File: src/rtl/mux_pkg.sv
// Shared definitions for the MUX-family stream blocks: select encodings and
// default data/counter widths.
package mux_pkg;

  // Route select encodings
  localparam logic CH_A = 1'b0;
  localparam logic CH_B = 1'b1;

  // Default widths shared by the stream selectors and distributors
  localparam int DEFAULT_WIDTH = 2;
  localparam int DEFAULT_CNT_W = 4;

  // Channel identifier, handy for decoding the select bit by name
  typedef enum logic {
    CHAN_A = CH_A,
    CHAN_B = CH_B
  } chanSel_e;

endpackage

File: src/rtl/stream_slot.sv
// One-entry output register for a valid/ready stream. Holds one word, drains it
// to the consumer and counts completed transfers with a wrapping counter.
module stream_slot
  import mux_pkg::*;
#(
  parameter int WIDTH = DEFAULT_WIDTH,
  parameter int CNT_W = DEFAULT_CNT_W
) (
  input  logic             clk,
  input  logic             reset,
  input  logic             load,
  input  logic [WIDTH-1:0] din,
  input  logic             ready,
  output logic [WIDTH-1:0] data,
  output logic             valid,
  output logic [CNT_W-1:0] count
);

  logic [WIDTH-1:0] data_q, data_d;
  logic             valid_q, valid_d;
  logic [CNT_W-1:0] count_q, count_d;
  logic             drain;

  assign drain = valid_q & ready;

  // Next-state: a load always wins the slot (so drain+load keeps it full and
  // gives full throughput); a drain without load empties it. Every drain counts.
  always_comb begin
    data_d  = data_q;
    valid_d = valid_q;
    count_d = count_q;
    if (load) begin
      data_d  = din;
      valid_d = 1'b1;
    end else if (drain) begin
      valid_d = 1'b0;
    end
    if (drain) begin
      count_d = count_q + 1'b1;
    end
  end

  // Slot registers; reset discards any held word and clears the counter
  always_ff @(posedge clk) begin
    if (reset) begin
      data_q  <= '0;
      valid_q <= 1'b0;
      count_q <= '0;
    end else begin
      data_q  <= data_d;
      valid_q <= valid_d;
      count_q <= count_d;
    end
  end

  assign data  = data_q;
  assign valid = valid_q;
  assign count = count_q;

endmodule

File: src/rtl/demux1to2_2bit_stream.sv
// Registered 1-to-2 stream demultiplexer: one producer is split across two
// consumers, with the destination chosen per transfer by the select bit.
// A full, stalled destination blocks the input even if the other side is free.
module demux1to2_2bit_stream
  import mux_pkg::*;
#(
  parameter int WIDTH = DEFAULT_WIDTH,
  parameter int CNT_W = DEFAULT_CNT_W
) (
  input  logic             clk,
  input  logic             reset,
  input  logic [WIDTH-1:0] x,
  input  logic             s,
  input  logic             in_valid,
  output logic             in_ready,
  output logic [WIDTH-1:0] a,
  output logic             a_valid,
  input  logic             a_ready,
  output logic [WIDTH-1:0] b,
  output logic             b_valid,
  input  logic             b_ready,
  output logic [CNT_W-1:0] a_count,
  output logic [CNT_W-1:0] b_count
);

  logic     aFree, bFree;
  logic     accept;
  logic     loadA, loadB;
  chanSel_e sel;

  assign sel = chanSel_e'(s);

  // Ready decode and load steering: only the selected channel may be written,
  // and nothing is accepted while reset is high
  always_comb begin
    aFree    = ~a_valid | a_ready;
    bFree    = ~b_valid | b_ready;
    in_ready = ~reset & ((sel == CHAN_B) ? bFree : aFree);
    accept   = in_valid & in_ready;
    loadA    = accept & (sel == CHAN_A);
    loadB    = accept & (sel == CHAN_B);
  end

  stream_slot #(
    .WIDTH(WIDTH),
    .CNT_W(CNT_W)
  ) uSlotA (
    .clk  (clk),
    .reset(reset),
    .load (loadA),
    .din  (x),
    .ready(a_ready),
    .data (a),
    .valid(a_valid),
    .count(a_count)
  );

  stream_slot #(
    .WIDTH(WIDTH),
    .CNT_W(CNT_W)
  ) uSlotB (
    .clk  (clk),
    .reset(reset),
    .load (loadB),
    .din  (x),
    .ready(b_ready),
    .data (b),
    .valid(b_valid),
    .count(b_count)
  );

endmodule

File: config.mk
export PLATFORM = sky130hd
export DESIGN_NAME = demux1to2_2bit_stream
export DESIGN_NICKNAME = d
export VERILOG_FILES = /design/src/rtl/mux_pkg.sv /design/src/rtl/stream_slot.sv /design/src/rtl/demux1to2_2bit_stream.sv
export SDC_FILE = /design/constraint.sdc
export NUM_CORES = 1
export LEC_CHECK = 0
export CAP_MARGIN = 10
export CORE_MARGIN = 2
export CORE_UTILIZATION = 30
export DETAILED_ROUTE_END_ITERATION = 10
export PLACE_DENSITY = 0.7
export SETUP_SLACK_MARGIN = 0.15
export SYNTH_ARGS = -nofsm -noshare
export SYNTH_HDL_FRONTEND = slang
export SYNTH_SLANG_ARGS = --single-unit
File: constraint.sdc
create_clock -name clk -period 2.78 [get_ports clk]
set_clock_uncertainty 0.2 [all_clocks]
set_input_delay 0.556 -clock clk [delete_from_list [all_inputs] [get_ports clk]]
set_output_delay 0.556 -clock clk [all_outputs]
set_load 0.1 [all_outputs]
==> reports/qor.txt, run 1 <==
Worst Path Buf+Inv: 2
Total CTS buffers: 3
Clock buffer depth: 2
Main combinational cell family by area after synthesis: simple AND/OR/NAND/NOR gates
Xor/xnor cell area share of the yosys netlist: 5.97%
Clock sink total: 14
Layout Nets: 104
Hold-fix buffers at CTS: 0
Io pins: 23
Type of origin of the critical path: input port
Total power: 423 uW
Max Freq: 388 MHz
GP Congestion: 0.676
Main area contributors after synthesis: dfxtp_1, a21oi_1, nand3_1
1st-iter DRT viols: 3
Initial antenna violation count: 0
Post-Synth Simple-Gate Area: 26.4%
Slew Limit Fails: 0
Slowest Stage Delay on Critical Path: 0.54 ns
Worst min-delay path class: reg2reg
WL/cell: 10.6 um
Worst hold start: uSlotA.data[0]
Final wirelength: 1.24 mm
DRC: 0
Yosys reg bits: 14
Via count: 548
Cell Area, Synth: 587 um2
Comb pwr share: 23.7%
Clock power frac: 26.2%
Synthesis Warnings: 0
Pwr/cell area: 491 nW/um2
R2R depth: 3
GRT Total Usage: 12.4%
Crit path kind: in2out
Final ANT Viol Nets: 0
Worst-skew pair later-pin latency: 0.27 ns
Maxcap violations: 0
Crit path cell chain: clkdlybuf4s50_1 > and2b_2 > a211oi_4 > buf_12
# rows: 15
Core area: 1780 um2
Worst Hold Depth: 2
Seq/Total Area, Yosys: 47.8%
Hold Path Sink: uSlotA.data[0]
R2r setup slk: 1.57 ns
Top Family by Delay on Critical Path: buffers and inverters
Detail Placement HPWL: 931 um
DR pass1 iterations: 4
Die Wd: 48.2 um
PostCTS Resize Cnt: 0
CP max FO: 5
H-tree depth: 1
Critical-path top delay cell: clkdlybuf4s50_1
Syn Area/Cell: 8.89 um2
Mux cell area share after synthesis: 0%
Unrepaired setup endpoints after global routing: false
First-pass GRT wire length: 1.96 mm
Gate Count Post-Synth: 66
Worst path arrival time: 1.82 ns
Die Height: 48.2 um
PortBufs: 22
Hold Vio Cnt, Final: 0
Worst Path Required: 2.02 ns
Vias in the first global route: 502
Dominant cell type by area after synthesis: dfxtp_1
Share of layout cells above drive strength 1: 31.5%
Slew @ Worst Pin: 0.290 ns
Area growth syn-to-layout: 46.9%
Area share of fa/ha/maj cells after synthesis: 4.26%
Status: complete, no violations
Slew margin rel.: 80.6%
Yosys cell types: 17
Clk root buf: clkbuf_4
Lkg Pwr: 0.350 nW
P_sw: 136 uW
Pint: 287 uW
Largest net degree at the start of global routing: 15
Top cell type's share of synthesized area: 47.8%
Clock-pin slew on the worst setup and hold paths: 0.08 ns
Maximum VDD drop: 0.251 mV
DR vias/cell: 4.68
Final setup viols: 0
Switch share: 32.2%
Setup TNS: 0 ns
Worst r2r dst: uSlotA.count[3]
# Post-CTS Setup Buffers: 0
CTS tree: done
Mapped Nets: 76
Period utilization: 92.8%
R2R Path Start: uSlotA.count[0]
Synth Area in Compound Gates: 14.9%
N_diodes: 0
Starting Density: 32.9%
DIE AREA: 2330 um2
Seq pwr share: 50.1%
CP Capture Type: output pin
Final min period: 2.58 ns
Worst path depth: 4
Grt ovf: 0
CP Launch Point: b_ready
## cells by family (layout without fill, tap and decap cells)
kind of cell	count (synthesis)	count (layout)
AOI/OAI and AO/OA	17	17
buffers and inverters	1	27
xor gates and xnor gates	4	4
and+or+nand+nor	28	28
DFF	14	14
adders and majority gates	2	2
## power groups by stage
stage / Combinational, mW / Clock, mW / Sequential (mW)
after floorplan: 0.0240 / 0 / 0.259
after global placement: 0.0997 / 0 / 0.217
after detailed placement: 0.100 / 0 / 0.217
after CTS: 0.100 / 0.118 / 0.212
after global routing: 0.105 / 0.129 / 0.213
final: 0.100 / 0.111 / 0.212
## cell type report
class / instances / area, um2
repair buffers: 24 / 210
fillers: 184 / 921
well taps: 25 / 31.3
multi-input cells: 51 / 315
flip-flops and latches: 14 / 283
clock buffers: 3 / 22.5
## synthesized netlist by cell type
cell and number:
a211oi_1 1, a21oi_1 10, and2b_2 2, clkbuf_1 1
dfxtp_1 14, ha_1 2, nand2_1 3, nand2_2 2
nand2b_1 1, nand3_1 8, nand4_1 2, nor2_1 5
nor2b_1 1, o21ai_0 6, or2b_2 2, or3_1 2
xor2_1 4
## layout by cell type, fill, tap and decap left out
| master | count |
|---|---|
| nor2b_1 | 1 |
| or3_1 | 2 |
| dfxtp_2 | 2 |
| nand2b_1 | 1 |
| a211oi_4 | 1 |
| nand2_1 | 3 |
| o21ai_0 | 6 |
| and2b_2 | 2 |
| dfxtp_1 | 12 |
| buf_4 | 16 |
| clkbuf_4 | 3 |
| nand3_1 | 8 |
| nand2_2 | 2 |
| or2b_2 | 2 |
| xor2_1 | 4 |
| nand4_1 | 2 |
| a21oi_1 | 10 |
| nor2_1 | 5 |
| ha_1 | 2 |
| buf_12 | 1 |
| clkdlybuf4s50_1 | 7 |
## worst min-delay path, cell delays in order (launching register included)
cell and delay (ns):
dfxtp_1 0.31, o21ai_0 0.06, a21oi_1 0.06
## registers in the layout, summed over array words and instances, names as in the netlist
name          count
uSlotA.valid      1
uSlotA.data       2
uSlotB.valid      1
uSlotB.count      4
uSlotB.data       2
uSlotA.count      4
## worst max-delay path by stage
stage               endpoint  slack [ns]
finish              in_ready        0.20
global route        in_ready        0.17
detailed placement  in_ready        0.20
floorplan           in_ready        0.34
global placement    in_ready        0.21
CTS                 in_ready        0.20
## per-stage QoR
step,util (%),hold WS (ns),setup slack (ns),cells,area (um2)
finish,48.4,0.276,0.201,117,862
floorplan,-,0.425,0.336,66,602
detailed placement,47.1,0.275,0.203,114,840
CTS,48.4,0.287,0.202,117,862
global route,48.4,0.324,0.169,117,862
global placement,47.1,0.267,0.212,114,840
## layer usage
metal | GRT usage, % | up-vias | part of all wire, %
li1 | - | 286 | -
met1 | 14.0 | 244 | 47
met2 | 20.8 | 18 | 45
met3 | 7.78 | 0 | 8.0
met4 | 0.541 | 0 | 0
met5 | 0 | - | 0
(Power assumes the default switching activity.)
==> run 2, diff against run 1 <==
- CORE_ASPECT_RATIO: not set -> 1.4
- SYNTH_HIERARCHICAL: not set -> 1
==> reports/qor.txt, run 2 <==
Area growth syn-to-layout: 48.8%
Detail Placement HPWL: 904 um (-2.8%)
Clock buffer depth: 2 (unchanged)
Yosys cell types: 17 (unchanged)
CP max FO: 5 (unchanged)
Design Area, Final: 866 um2 (+0.44%)
CP Launch Point: b_ready
Seq/Total Area, Yosys: 48.2% (+0.41 points)
Final core occ: 48.1% (-0.30 points)
Maxcap violations: 0 (unchanged)
Mapped Nets: 73 (-3.9%)
GRT Total Usage: 12.9% (+0.50 points)
Clk root buf: clkbuf_4
Hold Vio Cnt, Final: 0 (unchanged)
Layout Nets: 103 (-0.96%)
Top_reg_cell synth: dfxtp_1
Worst path arrival time: 1.77 ns (-0.05 ns)
Crit path kind: in2out
Vias in the first global route: 489 (-2.6%)
Unrepaired setup endpoints after global routing: false
CTS tree: done
Initial antenna violation count: 0 (unchanged)
Synth top cells by count: dfxtp_1, nor2_1, a21oi_1
Hold-fix buffers at CTS: 0 (unchanged)
Maximum VDD drop: 0.253 mV (+0.59%)
Via count: 545 (-0.55%)
Cell Area, Synth: 582 um2 (-0.85%)
Worst r2r dst: uSlotA/data[0]
Pwr/cell area: 464 nW/um2 (-5.5%)
DR pass1 iterations: 4 (unchanged)
Most common cell after layout, fill and taps aside: buf_4
Most frequent cell after synthesis: dfxtp_1
Worst min-delay path class: reg2reg
Worst Path Required: 2.02 ns (about the same)
GP Congestion: 0.673 (-0.49%)
First-pass GRT wire length: 2.04 mm (+3.9%)
Slew margin rel.: 73.4% (-7.3 points)
Slew Limit Fails: 0 (unchanged)
DRC: 0 (unchanged)
Main area contributors after synthesis: dfxtp_1, mux2i_1, nor2_1
PostCTS Resize Cnt: 0 (unchanged)
Slew @ Worst Pin: 0.398 ns (+0.109 ns)
Top cell type's share of synthesized area: 48.2% (+0.41 points)
Core area: 1800 um2 (+1.1%)
Period utilization: 90.9% (-1.9 points)
R2R Path Start: uSlotA/valid
Dominant cell type by area after synthesis: dfxtp_1
Worst hold start: uSlotA/count[3]
Max Freq: 396 MHz (+2.1%)
Total CTS buffers: 3 (unchanged)
Largest net degree at the start of global routing: 17 (+2)
Final setup viols: 0 (unchanged)
Gate Count Post-Synth: 63 (-4.5%)
R2r setup slk: 1.29 ns (-0.28 ns)
Io pins: 23 (unchanged)
Final min period: 2.53 ns (-0.0529 ns)
Grt ovf: 0 (unchanged)
Starting Density: 32.3% (-0.62 points)
Syn Area/Cell: 9.24 um2 (+3.9%)
Type of origin of the critical path: input port
Clock sink total: 14 (unchanged)
N_diodes: 0 (unchanged)
Asr flop ratio synth: 0% (unchanged)
WL/cell: 10.8 um (+2.3%)
R2R depth: 4 (+1)
Final wirelength: 1.20 mm (-3.0%)
CP Capture Type: output pin
DR vias/cell: 4.91 (+4.8%)
Commonest non-fill, non-tap cells in the layout: buf_4, dfxtp_1, nor2_1, a21oi_1, clkdlybuf4s50_1
Synthesis Warnings: 6 (+6)
# rows: 18 (+3)
Post-synth EDFFs: 0 (unchanged)
Clock-pin slew on the worst setup and hold paths: 0.08 ns (about the same)
Worst-skew pair later-pin latency: 0.27 ns (about the same)
Yosys reg bits: 14 (unchanged)
Setup TNS: 0 ns (unchanged)
PortBufs: 22 (unchanged)
DIE AREA: 2310 um2 (-0.56%)
Status: complete, no violations
Die Height: 56.1 um (+16%)
Hold Path Sink: uSlotA/count[3]
Final ANT Viol Nets: 0 (unchanged)
# Post-CTS Setup Buffers: 0 (unchanged)
Worst Hold Depth: 2 (unchanged)
1st-iter DRT viols: 9 (+6)
Dpl cell area: 843 um2 (+0.45%)
Die Wd: 41.2 um (-15%)
H-tree depth: 1 (unchanged)
Lkg Pwr: 0.364 nW (+3.9%)
Total power: 402 uW (-5.1%)
Share of layout cells above drive strength 1: 28.6% (-3.0 points)
-- run 2: changes by cell type after synthesis, sizes merged, moves of 2 or more --
cell   previous run  this run
or2b              2         0
mux2i             0         4
nand4             2         0
and2b             2         0
nor2              5        10
inv               0         3
nand3             8         6
o21ai             6         2
a21oi            10         7
-- run 2: logic make-up (layout without fill, tap and decap cells) --
family	after synthesis	after routing	share of synthesized area (%)
AOI/OAI and AO/OA	10	10	9.25
and+or+nand+nor	26	26	23.4
DFF	14	14	48.2
buffers and inverters	3	31	1.94
muxes	4	4	6.88
xor gates and xnor gates	4	4	6.02
adders and majority gates	2	2	4.30
-- run 2: worst max-delay path: stages --
cell,delay (ns)
clkdlybuf4s50_1,0.56
inv_1,0.11
a311oi_4,0.33
buf_12,0.21
-- run 2: report_power, final --
group	leakage, nW	switching [mW]	internal [mW]
clock	0.0138	0.0617	0.0501
sequential	0.114	0.00430	0.204
combinational	0.236	0.0537	0.0272
-- run 2: metrics by stage --
stage	std cells	setup slack (ns)	hold slack [ns]
after floorplan	63	0.217	0.421
after global placement	108	0.259	0.268
after detailed placement	108	0.260	0.277
after CTS	111	0.248	0.288
after global routing	111	0.198	0.320
final	111	0.253	0.284
-- run 2: worst max path at each step --
stage,endpoint,slack [ns],cells after the start
floorplan,in_ready,0.22,1
global placement,in_ready,0.26,4
detailed placement,in_ready,0.26,4
CTS,in_ready,0.25,4
global route,in_ready,0.20,4
finish,in_ready,0.25,4
-- run 2: routing by layer --
layer | up-vias | routed length, um | track usage, %
met5 | - | 0 | 0
met4 | 0 | 11 | 8.29
met3 | 2 | 87 | 4.40
met2 | 17 | 561 | 18.3
met1 | 248 | 544 | 15.6
li1 | 278 | - | -
-- run 2: layout make-up --
| cell class | instances | area (um2) |
|---|---|---|
| Multi-Input combinational cell | 46 | 308 |
| Clock buffer | 3 | 22.5 |
| Tap cell | 20 | 25.0 |
| Sequential cell | 14 | 282 |
| Inverter | 3 | 11.3 |
| Fill cell | 182 | 936 |
| Timing Repair Buffer | 25 | 218 |
